`config.mk`:
```
export PLATFORM = sky130hd
export DESIGN_NAME = mul_div_unit_flat
export DESIGN_NICKNAME = d
export VERILOG_FILES = /design/src/rtl/mul_div_unit_pkg.sv /design/src/rtl/mul_div_unit_if.sv /design/src/rtl/mul_div_unit_div_radix2.sv /design/src/rtl/mul_div_unit.sv /design/src/flat_wrapper.sv
export SDC_FILE = /design/constraint.sdc
export NUM_CORES = 1
export LEC_CHECK = 0
export BUFFER_PORTS_ARGS = -buffer_cell sky130_fd_sc_hd__buf_2
export CAP_MARGIN = 20
export CORE_ASPECT_RATIO = 0.7
export CORE_MARGIN = 5
export CORE_UTILIZATION = 55
export DETAILED_ROUTE_END_ITERATION = 7
export PLACE_DENSITY = 0.76
export SYNTH_ARGS = -nofsm -noshare
export SYNTH_HDL_FRONTEND = slang
export SYNTH_HIERARCHICAL = 1
export SYNTH_SLANG_ARGS = --single-unit
```
`constraint.sdc`:
```
create_clock -name clk -period 17.7 [get_ports clk]
set_input_delay 0.885 -clock clk [delete_from_list [all_inputs] [get_ports clk]]
set_output_delay 0.885 -clock clk [all_outputs]
set_load 0.01 [all_outputs]
```
`src/rtl/mul_div_unit_pkg.sv`:
```
// rtl/mul_div_unit_pkg.sv - shared op/state enums and HI/LO write request type for the mul/div unit
package mul_div_unit_pkg;

    localparam int HILO_WIDTH = 32;

    typedef enum logic [1:0] {
        MD_MULT  = 2'd0,
        MD_MULTU = 2'd1,
        MD_DIV   = 2'd2,
        MD_DIVU  = 2'd3
    } muldiv_op_t;

    typedef enum logic [1:0] {
        ST_IDLE = 2'd0,
        ST_MUL  = 2'd1,
        ST_DIV  = 2'd2,
        ST_DONE = 2'd3
    } muldiv_state_t;

    typedef struct packed {
        logic                  valid;
        logic [HILO_WIDTH-1:0] data;
    } hilo_write_req;

    function automatic logic is_div_op(input muldiv_op_t op);
        return (op == MD_DIV) || (op == MD_DIVU);
    endfunction

    function automatic logic is_signed_op(input muldiv_op_t op);
        return (op == MD_MULT) || (op == MD_DIV);
    endfunction

endpackage

```
`src/rtl/mul_div_unit_if.sv`:
```
// rtl/mul_div_unit_if.sv - execute-side request/stall and HI/LO write request bundle
interface mul_div_unit_if #(parameter int WIDTH = 32);
    import mul_div_unit_pkg::*;

    logic             start;
    muldiv_op_t       op;
    logic [WIDTH-1:0] src_a;
    logic [WIDTH-1:0] src_b;
    logic             flush;
    logic             ready;
    logic             busy;
    hilo_write_req    hi_req;
    hilo_write_req    lo_req;

    modport master (
        output start, op, src_a, src_b, flush,
        input  ready, busy, hi_req, lo_req
    );

    modport slave (
        input  start, op, src_a, src_b, flush,
        output ready, busy, hi_req, lo_req
    );

endinterface

```
`src/rtl/mul_div_unit_div_radix2.sv`:
```
// rtl/mul_div_unit_div_radix2.sv - radix-2 restoring divide core on unsigned magnitudes
module div_radix2 #(
    parameter int WIDTH = 32
) (
    input  logic             clk,
    input  logic             reset,
    input  logic             start,
    input  logic             kill,
    input  logic [WIDTH-1:0] dividend,
    input  logic [WIDTH-1:0] divisor,
    output logic [WIDTH-1:0] quotient,
    output logic [WIDTH-1:0] remainder,
    output logic             done
);
    localparam int CW = $clog2(WIDTH);
    localparam logic [CW-1:0] LAST = CW'(WIDTH - 1);

    logic             run;
    logic [CW-1:0]    cnt;
    logic [WIDTH-1:0] quo;
    logic [WIDTH-1:0] rem;
    logic [WIDTH-1:0] dvs;
    logic [WIDTH:0]   shifted;
    logic [WIDTH:0]   diff;
    logic             fits;
    logic [WIDTH-1:0] rem_step;
    logic [WIDTH-1:0] quo_step;

    // quotient/remainder expose this cycle's step so the owner can capture on the final iteration
    always_comb begin
        shifted  = {rem, quo[WIDTH-1]};
        diff     = shifted - {1'b0, dvs};
        fits     = ~diff[WIDTH];
        rem_step = fits ? diff[WIDTH-1:0] : shifted[WIDTH-1:0];
        quo_step = {quo[WIDTH-2:0], fits};
    end

    assign quotient  = quo_step;
    assign remainder = rem_step;
    assign done      = run && (cnt == LAST);

    always_ff @(posedge clk or posedge reset) begin
        if (reset) begin
            run <= 1'b0;
            cnt <= '0;
            quo <= '0;
            rem <= '0;
            dvs <= '0;
        end else if (kill) begin
            run <= 1'b0;
            cnt <= '0;
        end else if (start) begin
            run <= 1'b1;
            cnt <= '0;
            quo <= dividend;
            rem <= '0;
            dvs <= divisor;
        end else if (run) begin
            quo <= quo_step;
            rem <= rem_step;
            cnt <= cnt + 1'b1;
            if (cnt == LAST)
                run <= 1'b0;
        end
    end

endmodule

```
`src/rtl/mul_div_unit.sv`:
```
// rtl/mul_div_unit.sv - multi-cycle MULT/MULTU/DIV/DIVU unit feeding HI/LO write requests
// Optional: MULDIV_FAST_MULT_EN selects a single-cycle multiply in the MUL state.
module mul_div_unit
    import mul_div_unit_pkg::*;
#(
    parameter int WIDTH = 32
) (
    input  logic          clk,
    input  logic          reset,
    mul_div_unit_if.slave md
);
    localparam int CW = $clog2(WIDTH);
    localparam logic [CW-1:0] LAST = CW'(WIDTH - 1);

    muldiv_state_t      state, state_next;
    logic [CW-1:0]      cnt;
    logic [WIDTH-1:0]   a_r;
    logic [WIDTH-1:0]   a_mag_r;
    logic [2*WIDTH-1:0] prod_r;
    logic               neg_q;
    logic               neg_r;
    logic               div_zero;
    logic [WIDTH-1:0]   res_hi;
    logic [WIDTH-1:0]   res_lo;

    logic               accept;
    logic               a_neg, b_neg;
    logic [WIDTH-1:0]   a_mag, b_mag;
    logic [2*WIDTH-1:0] mul_step;
    logic [2*WIDTH-1:0] prod_fix;
    logic               mul_last;
    logic [WIDTH-1:0]   div_quo, div_rem;
    logic               div_done;

    assign accept = (state == ST_IDLE) && md.start && !md.flush;

    always_comb begin
        a_neg = is_signed_op(md.op) && md.src_a[WIDTH-1];
        b_neg = is_signed_op(md.op) && md.src_b[WIDTH-1];
        a_mag = a_neg ? -md.src_a : md.src_a;
        b_mag = b_neg ? -md.src_b : md.src_b;
    end

`ifdef MULDIV_FAST_MULT_EN
    assign mul_step = {{WIDTH{1'b0}}, a_mag_r} * {{WIDTH{1'b0}}, prod_r[WIDTH-1:0]};
    assign mul_last = 1'b1;
`else
    // shift-add: low half holds the unconsumed multiplier bits, high half accumulates
    logic [WIDTH:0] mul_sum;
    assign mul_sum  = {1'b0, prod_r[2*WIDTH-1:WIDTH]} + (prod_r[0] ? {1'b0, a_mag_r} : '0);
    assign mul_step = {mul_sum, prod_r[WIDTH-1:1]};
    assign mul_last = (cnt == LAST);
`endif

    assign prod_fix = neg_q ? -mul_step : mul_step;

    div_radix2 #(.WIDTH(WIDTH)) u_div (
        .clk       (clk),
        .reset     (reset),
        .start     (accept && is_div_op(md.op)),
        .kill      (md.flush),
        .dividend  (a_mag),
        .divisor   (b_mag),
        .quotient  (div_quo),
        .remainder (div_rem),
        .done      (div_done)
    );

    always_ff @(posedge clk or posedge reset) begin
        if (reset)
            state <= ST_IDLE;
        else
            state <= state_next;
    end

    always_comb begin
        state_next = state;
        case (state)
            ST_IDLE: if (accept) state_next = is_div_op(md.op) ? ST_DIV : ST_MUL;
            ST_MUL:  if (md.flush) state_next = ST_IDLE;
                     else if (mul_last) state_next = ST_DONE;
            ST_DIV:  if (md.flush) state_next = ST_IDLE;
                     else if (cnt == LAST) state_next = ST_DONE;
            ST_DONE: state_next = ST_IDLE;
            default: state_next = ST_IDLE;
        endcase
    end

    always_comb begin
        md.ready  = (state == ST_IDLE);
        md.busy   = (state != ST_IDLE);
        md.hi_req = '0;
        md.lo_req = '0;
        if (state == ST_DONE && !md.flush) begin
            md.hi_req = '{valid: 1'b1, data: res_hi};
            md.lo_req = '{valid: 1'b1, data: res_lo};
        end
    end

    always_ff @(posedge clk or posedge reset) begin
        if (reset) begin
            cnt      <= '0;
            a_r      <= '0;
            a_mag_r  <= '0;
            prod_r   <= '0;
            neg_q    <= 1'b0;
            neg_r    <= 1'b0;
            div_zero <= 1'b0;
            res_hi   <= '0;
            res_lo   <= '0;
        end else if (accept) begin
            cnt      <= '0;
            a_r      <= md.src_a;
            a_mag_r  <= a_mag;
            prod_r   <= {{WIDTH{1'b0}}, b_mag};
            neg_q    <= a_neg ^ b_neg;
            neg_r    <= a_neg;
            div_zero <= (md.src_b == '0);
        end else if (md.flush) begin
            cnt <= '0;
        end else if (state == ST_MUL || state == ST_DIV) begin
            cnt <= cnt + 1'b1;
            if (state == ST_MUL) begin
                prod_r <= mul_step;
                if (mul_last) begin
                    res_hi <= prod_fix[2*WIDTH-1:WIDTH];
                    res_lo <= prod_fix[WIDTH-1:0];
                end
            end
            if (state == ST_DIV && div_done) begin
                res_hi <= div_zero ? a_r : (neg_r ? -div_rem : div_rem);
                res_lo <= div_zero ? '1 : (neg_q ? -div_quo : div_quo);
            end
        end
    end

endmodule

```
`src/flat_wrapper.sv`:
```
// flat-port wrapper written by rule: the top's interface ports become plain ports
module mul_div_unit_flat import mul_div_unit_pkg::*;
#(
    parameter int WIDTH = 32
)
  (clk, reset, md_start, md_op, md_src_a, md_src_b, md_flush, md_ready, md_busy, md_hi_req, md_lo_req);
  mul_div_unit_if #(.WIDTH(WIDTH)) md_i ();
  input  logic clk;
  input  logic reset;
  input wire logic [$bits(md_i.start)-1:0] md_start;
  input wire logic [$bits(md_i.op)-1:0] md_op;
  input wire logic [$bits(md_i.src_a)-1:0] md_src_a;
  input wire logic [$bits(md_i.src_b)-1:0] md_src_b;
  input wire logic [$bits(md_i.flush)-1:0] md_flush;
  output wire logic [$bits(md_i.ready)-1:0] md_ready;
  output wire logic [$bits(md_i.busy)-1:0] md_busy;
  output wire logic [$bits(md_i.hi_req)-1:0] md_hi_req;
  output wire logic [$bits(md_i.lo_req)-1:0] md_lo_req;
  assign md_i.start = md_start;
  assign md_i.op = md_op;
  assign md_i.src_a = md_src_a;
  assign md_i.src_b = md_src_b;
  assign md_i.flush = md_flush;
  assign md_ready = md_i.ready;
  assign md_busy = md_i.busy;
  assign md_hi_req = md_i.hi_req;
  assign md_lo_req = md_i.lo_req;
  mul_div_unit #(.WIDTH(WIDTH)) u_core (.clk(clk), .reset(reset), .md(md_i));
endmodule
```
### Word level (Yosys, flattened, before mapping)

Index checks and enable logic that the tools add are counted.

| cells by class | value |
|---|---|
| add/subtract/negate cells | 9 |
| equality and inequality tests | 10 |
| reductions and logical operators | 29 |
| bitwise gates (word level) | 4 |
| muxes and demuxes | 40 |

Operator list:

| kind | number |
|---|---|
| two-way mux 32 bit | 18 |
| two-way mux 64 bit | 5 |
| negator 32 bit | 4 |
| two-way mux 33 bit | 2 |
| negator 64 bit | 1 |
| adder 32 x 33 -> 33 bit | 1 |
| subtractor 33 x 32 -> 33 bit | 1 |
| zero test 32 bit | 1 |
| two-way mux 5 bit | 6 |
| nonzero test 2 bit | 6 |
| adder 5 x 1 -> 5 bit, second input constant | 2 |
| == test 5 bit, second input constant | 2 |
| == test 2 bit, second input constant | 4 |
| logical AND 1 bit | 8 |
| two-way mux 2 bit | 4 |
| case mux 2 bit (3 select lines) | 1 |
| AND reduction 2 bit | 3 |
| nonzero test 3 bit | 2 |
| AND reduction 5 bit | 1 |
| zero test 2 bit | 2 |
| two-way mux 1 bit | 4 |
| inequality test 2 x 1 -> 1 bit, second input constant | 2 |
| logical OR 1 bit | 3 |
| inequality test 3 x 1 -> 1 bit, second input constant | 1 |
| other kinds (6) | 8 |

| storage, ports and cells | value |
|---|---|
| output and inout bits | 68 |
| register bits | 304 |
| logic and storage cells | 107 |

### Longest topological paths before layout

Gate-level depths: netlist of the first run.

| depth | value |
|---|---|
| depth in word-level cells | 7 |
| mapped depth | 26 |
| depth with buffers taken out | 24 |

### By module

Netlist of the first run, hierarchy kept.

By module, submodules not included:

| module | area each (um^2) | cells an instance | instances |
|---|---|---|---|
| mul_div_unit | 15,248.4 | 1,923 | 1 |
| div_radix2 | 6,774.0 | 793 | 1 |

### Worst setup path after synthesis of the first run

OpenSTA, ideal clock, no wires.

| path | value |
|---|---|
| kind | register to register |
| from | register u_core.u_div.quo[31] |
| to | register u_core.res_hi[30] |
| data required time | 17,579 ps |
| cell stages (with the launch flop) | 25 |
| clock period less this slack | 5,558 ps |
| arrival time | 5,438 ps |
| setup time | 121 ps |
| slack | 12,142 ps |
| path buffers | 2 |
| cell sequence | dfrtp_1 -> inv_1 -> ha_1 -> fa_1 -> nand2b_1 -> a21oi_2 -> o21ai_1 -> a211o_1 -> a21oi_4 -> a41oi_4 -> o21a_1 -> buf_2 -> nor2_8 -> buf_6 -> mux2_1 -> or4_1 -> nor4_1 -> nand4_1 -> o31ai_1 -> xnor2_1 -> o211ai_1 -> nand4_1 -> a41o_1 -> o211ai_1 -> nor2_1 |

| between the ends | value |
|---|---|
| longest elaborated chain between the ends | 6 |

Ends and longest elaborated chain:

| what | RTL line | source |
|---|---|---|
| from (decl) | mul_div_unit_div_radix2.sv:20 | `logic [WIDTH-1:0] quo;` |
| from (signal assigned) | mul_div_unit_div_radix2.sv:55 | `quo <= dividend;` |
| from (signal assigned) | mul_div_unit_div_radix2.sv:59 | `quo <= quo_step;` |
| subtractor 33 x 32 -> 33 bit | mul_div_unit_div_radix2.sv:32 | `diff = shifted - {1'b0, dvs};` |
| two-way mux 32 bit | mul_div_unit_div_radix2.sv:34 | `rem_step = fits ? diff[WIDTH-1:0] : shifted[WIDTH-1:0];` |
| named net u_core.div_rem[3] | mul_div_unit.sv:32 | `logic [WIDTH-1:0] div_quo, div_rem;` |
| negator 32 bit | mul_div_unit.sv:131 | `res_hi <= div_zero ? a_r : (neg_r ? -div_rem : div_rem);` |
| two-way mux 32 bit (2 in series) | mul_div_unit.sv:131 |  |
| two-way mux 32 bit | mul_div_unit.sv:130 | `if (state == ST_DIV && div_done) begin` |
| to (signal assigned) | mul_div_unit.sv:126 | `res_hi <= prod_fix[2*WIDTH-1:WIDTH];` |
| to (signal assigned) | mul_div_unit.sv:131 |  |
| to (decl) | mul_div_unit.sv:23 | `logic [WIDTH-1:0] res_hi;` |

The timed path passes the listed nets, and every way through them passes these cells.
A chain may end at the register's enable or synchronous reset.

### Final worst setup path of the first run

Same ends and word-level chain as after synthesis.

==> flow_summary.yaml, run 1 <==
status:
  outcome: "completed"
sta:
  finalSetupTns_ns: 0
  period_minus_slack_ns: 6.63
  tightest_slew_ns: 1.20
  fin_crit_sh_pct: 37.5
  hold_ws_ns: 0.346
  rsz0062_at_grt: "false"
  setup_violations: 0
  fmax_mhz: 151
  fin_worst_skew_ns: 0.0250
  max_slew_margin_pct: 19.1
  final-hold-violation-count: 0
  drv_slew: 0
clock_tree:
  cts_tree: "yes"
  cts_buffer_depth: 3
  cts-hold-fix-buffers: 0
  htree_levels: 1
  cts_sinks: 303
  clk_latency_ns: 0.59
  cts_setup_buffers: 0
  cts_resized: 0
  numCtsBuffers: 31
  path_clk_slew_ns: 0.06
  root_buffer: "clkbuf_16"
global_route:
  grt_pass1_vias: 19225
  globalRoute.totalOverflow: 0
  antenna_found_initial: 7
  grt_pass1_wl_um: 112000
  grt_usage_pct: 31.6
  grt_max_degree: 114
power_and_ir_drop:
  p_per_area_nw_per_um2: 155
  ir_worst_vdd_mv: 0.0802
  leakagePower_nw: 10.7
  fin_total_pwr_mw: 3.70
floorplan:
  core_area_um2: 39600
  fp-row-count: 61
  die_y_um: 177
  design.die.area_um2: 44200
  io_pins: 138
  die_width_um: 249
  start_util_pct: 55.6
logic_synthesis:
  yosysUniqueCellTypes: 89
  synth-seq-cells: 303
  synth_top_area_share_pct: 34.4
  yosysMostFrequentCell: "nand2_1"
  synth-main-ff-cell: "dfrtp_1"
  synth_cells: 2716
  synth_area_leaders: "dfrtp_1 (34%), nand2_1 (8.8%), xnor2_1 (6.1%)"
  seq_area_frac_synth_pct: 34.4
  synth_top_cell_by_area: "dfrtp_1"
  synthArstFlopShare_pct: 100
  syn_area_um2: 22000
  synth_edf_count: 0
  syn_avg_cell_area_um2: 8.11
  synth_common_cells: "nand2_1 (517), dfrtp_1 (303), o21ai_0 (237)"
  syn-num-nets: 2865
  synth_warnings: 6
final_layout:
  syn_to_final_growth_pct: 8.78
  final.fill_count: 3531
  layout-drive-gt1-share_pct: 10.5
  finalNetCount: 2869
  fin_cells: 3283
route:
  vias_per_cell: 6.33
  drt_iter0_markers: 2526
  vias: 20796
  drtAntennaViolNets: 0
  drt_wl_total_um: 72000
  drc_errors: 0
  drt-pass1-iter-count: 6
  wl_per_cell_um: 21.9
place:
  gp_congestion: 0.963
  io_buffers: 137
  dp.cells: 3219
  dpl.hpwl_um: 54200
worst_setup_path:
  cp.arrival_ns: 7.10
  crit_required_ns: 18.17
  crit_path_max_fanout: 25
  crit_path_end_kind: "register"
  criticalPathCategory: "reg2reg"
  worstSetupStartpointType: "register"
min_path:
  hold_path.class: "in2async"
flow_run:
  drv_cap: 0
-- final timing paths --
kind | startpoint | to | slack, ns | cells past startpoint
max | u_core/u_div/quo[31] | u_core/res_hi[30] | 11.07 | 22
min | reset | u_core/u_div/cnt[2] | 0.35 | 2
max reg2reg | u_core/u_div/quo[31] | u_core/res_hi[30] | 11.07 | 22
min reg2reg | u_core/res_lo[13] | u_core/res_lo[13] | 0.47 | 2
max in group asynchronous | reset | u_core/res_lo[2] | 15.95 | 3
min in group clk | u_core/res_lo[13] | u_core/res_lo[13] | 0.47 | 2
-- layer usage --
layer / vias to the layer above / global-route usage, % / share of wire [%]
li1: 9575 / - / -
met1: 10001 / 48.1 / 45
met2: 1095 / 45.2 / 41
met3: 119 / 8.28 / 12
met4: 6 / 6.70 / 2.2
met5: - / 0 / 0.064
-- layout by cell type, fill, tap and decap left out, drive strengths merged, types with 29 or more instances in the layout --
cell type,instances
clkbuf,39
dfrtp,303
or3,36
and2,108
nand2b,30
o22ai,34
xnor2,154
nor2,118
nand3,37
xor2,67
ha,77
o31ai,64
nor3,80
buf,161
a21oi,128
o21ai,252
nand2,517
inv,74
nand4,29
mux2i,58
a22oi,31
-- critical path: stages (launching register included) --
cell and delay, ns:
dfrtp_1 0.36, inv_1 0.05, ha_1 0.22, fa_1 0.41, nand2b_1 0.20, a21oi_2 0.19, o21ai_1 0.17, a211o_1 0.41
a21oi_4 0.26, a41oi_4 0.19, o21a_1 0.58, nor2_8 0.47, mux2_2 0.42, or4_1 0.56, nor3_1 0.48, nand4_1 0.25
o31ai_1 0.33, xnor2_1 0.11, o211ai_1 0.28, nand4_1 0.15, a41o_1 0.26, o211ai_1 0.09, nor2_1 0.06
-- report_power, final --
part           switching [mW]  internal [mW]
clock network           0.299          0.459
logic                    1.15          0.685
registers               0.219          0.895
-- flip-flops by register name, summed over array words and instances (netlist names) --
| signal | count |
|---|---|
| u_core/prod_r | 64 |
| u_core/a_r | 32 |
| u_core/res_hi | 32 |
| u_core/res_lo | 32 |
| u_core/u_div/dvs | 32 |
| u_core/u_div/quo | 32 |
| u_core/u_div/rem | 32 |
| u_core/a_mag_r | 31 |
| u_core/cnt | 5 |
| u_core/u_div/cnt | 5 |
| u_core/state | 2 |
| u_core/div_zero | 1 |
| u_core/neg_q | 1 |
| u_core/neg_r | 1 |
| u_core/u_div/run | 1 |
-- per-stage QoR --
stage	instance area [um^2]	setup WS [ns]	util [%]
floorplan	22000	11.33	-
global placement	22700	11.33	57.4
detailed placement	22700	11.26	57.4
CTS	23900	11.23	60.4
global route	24000	10.57	60.5
finish	24000	11.07	60.5
-- cell type report --
class	count	area (um^2)	area share, %
timing repair buffer	163	903	3.77
multi-input combinational	2149	13300	55.7
sequential	303	7580	31.7
antenna	3	7.51	0.0313
tap	535	669	2.79
clock buffer	37	848	3.54
clock inverter	21	322	1.34
inverter	72	280	1.17
-- logic make-up after synthesis --
kind of cell / share of synthesized area [%]
XOR/XNOR: 8.79
multiplexers: 3.40
buffers and inverters: 5.24
AND/OR/NAND/NOR: 22.7
AO/OA/AOI/OAI: 20.9
flip-flops: 34.4
adder cells (fa/ha/maj): 4.56
No activity file was read; power rests on OpenSTA's default activity.
==> run 2, diff against run 1 <==
--- a/config.mk
+++ b/config.mk
@@ -11,7 +11,7 @@
 export CORE_MARGIN = 5
 export CORE_UTILIZATION = 55
 export DETAILED_ROUTE_END_ITERATION = 7
-export PLACE_DENSITY = 0.76
+export PLACE_DENSITY = 0.79
 export SYNTH_ARGS = -nofsm -noshare
 export SYNTH_HDL_FRONTEND = slang
 export SYNTH_HIERARCHICAL = 1
==> constraint.sdc (replaced) <==
create_clock -name clk -period 5.4 [get_ports clk]
set_input_delay 0.27 -clock clk [delete_from_list [all_inputs] [get_ports clk]]
set_output_delay 0.27 -clock clk [all_outputs]
set_load 0.01 [all_outputs]
==> run 2 against run 1 <==
  * The flow now finishes with violations (DRC)
  * Register-to-register slack got worse by 11 ns
  * Global-route usage increased by 0.59 points
  * Non-clock buffer count increased by 123
  * Largest power group unchanged
  * Largest cell class unchanged
  * Worst setup slack got worse by 11 ns
  * Final cell count increased by 3.5%
  * Die area unchanged
  * Critical path depth increased by 2
  * Sequential power increased to 3.3 times the previous value
  * Highest routed layer unchanged
==> flow_summary.yaml, run 2 (synthesized netlist as in run 1, its figures left out) <==
sta:
  fin_crit_sh_pct: 100
  fin_worst_skew_ns: 0.0169
  hold_ws_ns: 0.0425
  final-hold-violation-count: 0
  setup_violations: 0
  fmax_mhz: 185
  period_minus_slack_ns: 5.40
  rsz0062_at_grt: "true"
  tightest_slew_ns: 1.12
  drv_slew: 0
  finalSetupTns_ns: 0
  max_slew_margin_pct: 25.0
final_layout:
  largest_reg_flops: 64
  final_cell_mix: "nand2_1 (517), dfrtp_1 (301), o21ai_0 (233)"
  n_antenna_cell: 0
  top_register: "u_core/prod_r"
  finalNetCount: 2991
  syn_to_final_growth_pct: 13.8
  fin_cells: 3398
  final_common_cell: "nand2_1"
  layout-drive-gt1-share_pct: 14.6
status:
  outcome: "finished, violations left"
  violations: "DRC"
worst_setup_path:
  critPathMaxStageDelay_ns: 0.55
  criticalPathCategory: "reg2reg"
  ff2ff_path_depth: 24
  worstSetupStartpointType: "register"
  crit_path_max_fanout: 7
  path_cells: "inv_1 > ha_2 > fa_2 > nand2b_4 > a21oi_4 > o21ai_4 > a211o_1 > a21oi_4 > a41oi_4 > or3_4 > buf_4 > a21oi_2 > nor2_1 > or4_4 > nor3_1 > buf_4 > nand4_1 > o31ai_2 > xnor2_1 > o211ai_1 > nand4_1 > a41o_1 > o211ai_1 > nor2_1"
  crit_required_ns: 5.87
  crit_path_end_kind: "register"
  cp.arrival_ns: 5.87
  critPathSlowestCell: "or4_4"
power_and_ir_drop:
  leakagePower_nw: 11.3
  combPwrFrac_pct: 53.8
  ir_worst_vdd_mv: 0.416
  p_per_area_nw_per_um2: 501
  p_sw_share_pct: 45.6
  power_frac_seq_pct: 28.9
  clkPwrFrac_pct: 17.3
  p_int_mw: 6.83
  p_switching_mw: 5.73
  fin_total_pwr_mw: 12.6
floorplan:
  core_area_um2: 39600
  start_util_pct: 55.6
  design.die.area_um2: 44200
  die_y_um: 177
  die_width_um: 249
  fp-row-count: 61
  io_pins: 138
route:
  wl_per_cell_um: 21.9
  drtAntennaViolNets: 0
  drt-pass1-iter-count: 8
  drt_wl_total_um: 74500
  drc_errors: 10
  vias_per_cell: 6.35
  vias: 21570
  drt_iter0_markers: 2901
clock_tree:
  cts_sinks: 303
  path_clk_slew_ns: 0.07
  cts_buffer_depth: 3
  root_buffer: "clkbuf_16"
  clk_latency_ns: 0.59
  htree_levels: 1
  cts_tree: "yes"
  numCtsBuffers: 30
place:
  gp_congestion: 0.968
  dpl.hpwl_um: 55600
  io_buffers: 137
  dp.cells: 3303
flow_run:
  drv_cap: 0
global_route:
  grt_max_degree: 157
  grt_usage_pct: 32.2
  globalRoute.totalOverflow: 0
  grt_pass1_wl_um: 115000
  grt_pass1_vias: 20244
  antenna_found_initial: 5
min_path:
  hold_depth: 3
  hold_path.class: "in2reg"
## run 2: changes by cell type in the layout (fill, tap and decap cells not counted), moves of 4 or more
cell,previous run,this run
ha_1,77,73
nor4_1,14,10
buf_4,22,113
a21oi_1,125,115
bufinv_16,8,2
nor2_2,0,4
nor2_1,114,110
clkinv_2,8,4
a21oi_2,1,8
o21ai_0,237,233
dlygate4sd3_1,0,30
## run 2: worst paths after layout
| check | from | end | slack (ns) |
|---|---|---|---|
| max | u_core/u_div/quo[31] | u_core/res_hi[30] | 0.002 |
| min | md_src_b[0] | u_core/prod_r[0] | 0.04 |
| max reg2reg | u_core/u_div/quo[31] | u_core/res_hi[30] | 0.002 |
| min reg2reg | u_core/a_mag_r[10] | u_core/a_mag_r[10] | 0.47 |
| max in group asynchronous | reset | u_core/u_div/rem[25] | 3.85 |
| min in group asynchronous | reset | u_core/u_div/quo[2] | 0.36 |
## run 2: power groups by stage
stage	logic [mW]	registers, mW	clock network, mW
6_report	6.75	3.63	2.17
5_1_grt	7.29	3.70	2.28
4_1_cts	6.37	3.59	2.19
3_5_place_dp	6.27	3.62	0
3_3_place_gp	6.10	3.59	0
2_1_floorplan	4.58	3.32	0
## run 2: repair_timing
item / 4_1_cts / 5_1_grt
pin swaps: 5 / 22
resized for setup: 11 / 52
buffers inserted: 5 / 6
hold buffers: 30 / 0
hold endpoints to repair: 125 / 0
setup endpoints to repair: 14 / 28
## run 2: through the flow
| stage | area [um^2] | utilization, % | setup WS (ns) |
|---|---|---|---|
| global route | 25100 | 63.3 | -0.179 |
| CTS | 24800 | 62.5 | 0.00900 |
| floorplan | 22000 | - | 0.00319 |
| detailed placement | 23400 | 59.0 | -0.197 |
| global placement | 23400 | 59.0 | -0.0645 |
| finish | 25100 | 63.3 | 0.00236 |
## run 2: worst max-delay path: cells and delay by family (launching register included)
family          cells  cell delay, ns
compound gates     10            2.02
xor+xnor            1            0.11
fa+ha+maj           2            0.56
buf+inv             3            0.42
flops               1            0.34
simple gates        8            1.81
## run 2: area by class of cell
class | instances | area [um^2]
timing repair buffer | 286 | 1920
multi-input combinational | 2149 | 13600
clock buffer | 40 | 858
clock inverter | 13 | 145
sequential | 303 | 7580
inverter | 72 | 277
fill | 3387 | 14600
tap | 535 | 669
## run 2: metal layers
layer	up-vias	GRT usage (%)	part of all wire, %	routed length [um]
met4	10	6.88	2.4	1780
met3	154	10.3	12	9240
met1	10420	46.5	43	32000
met2	1196	47.7	42	31400
li1	9790	-	-	-
met5	-	0	0.067	50
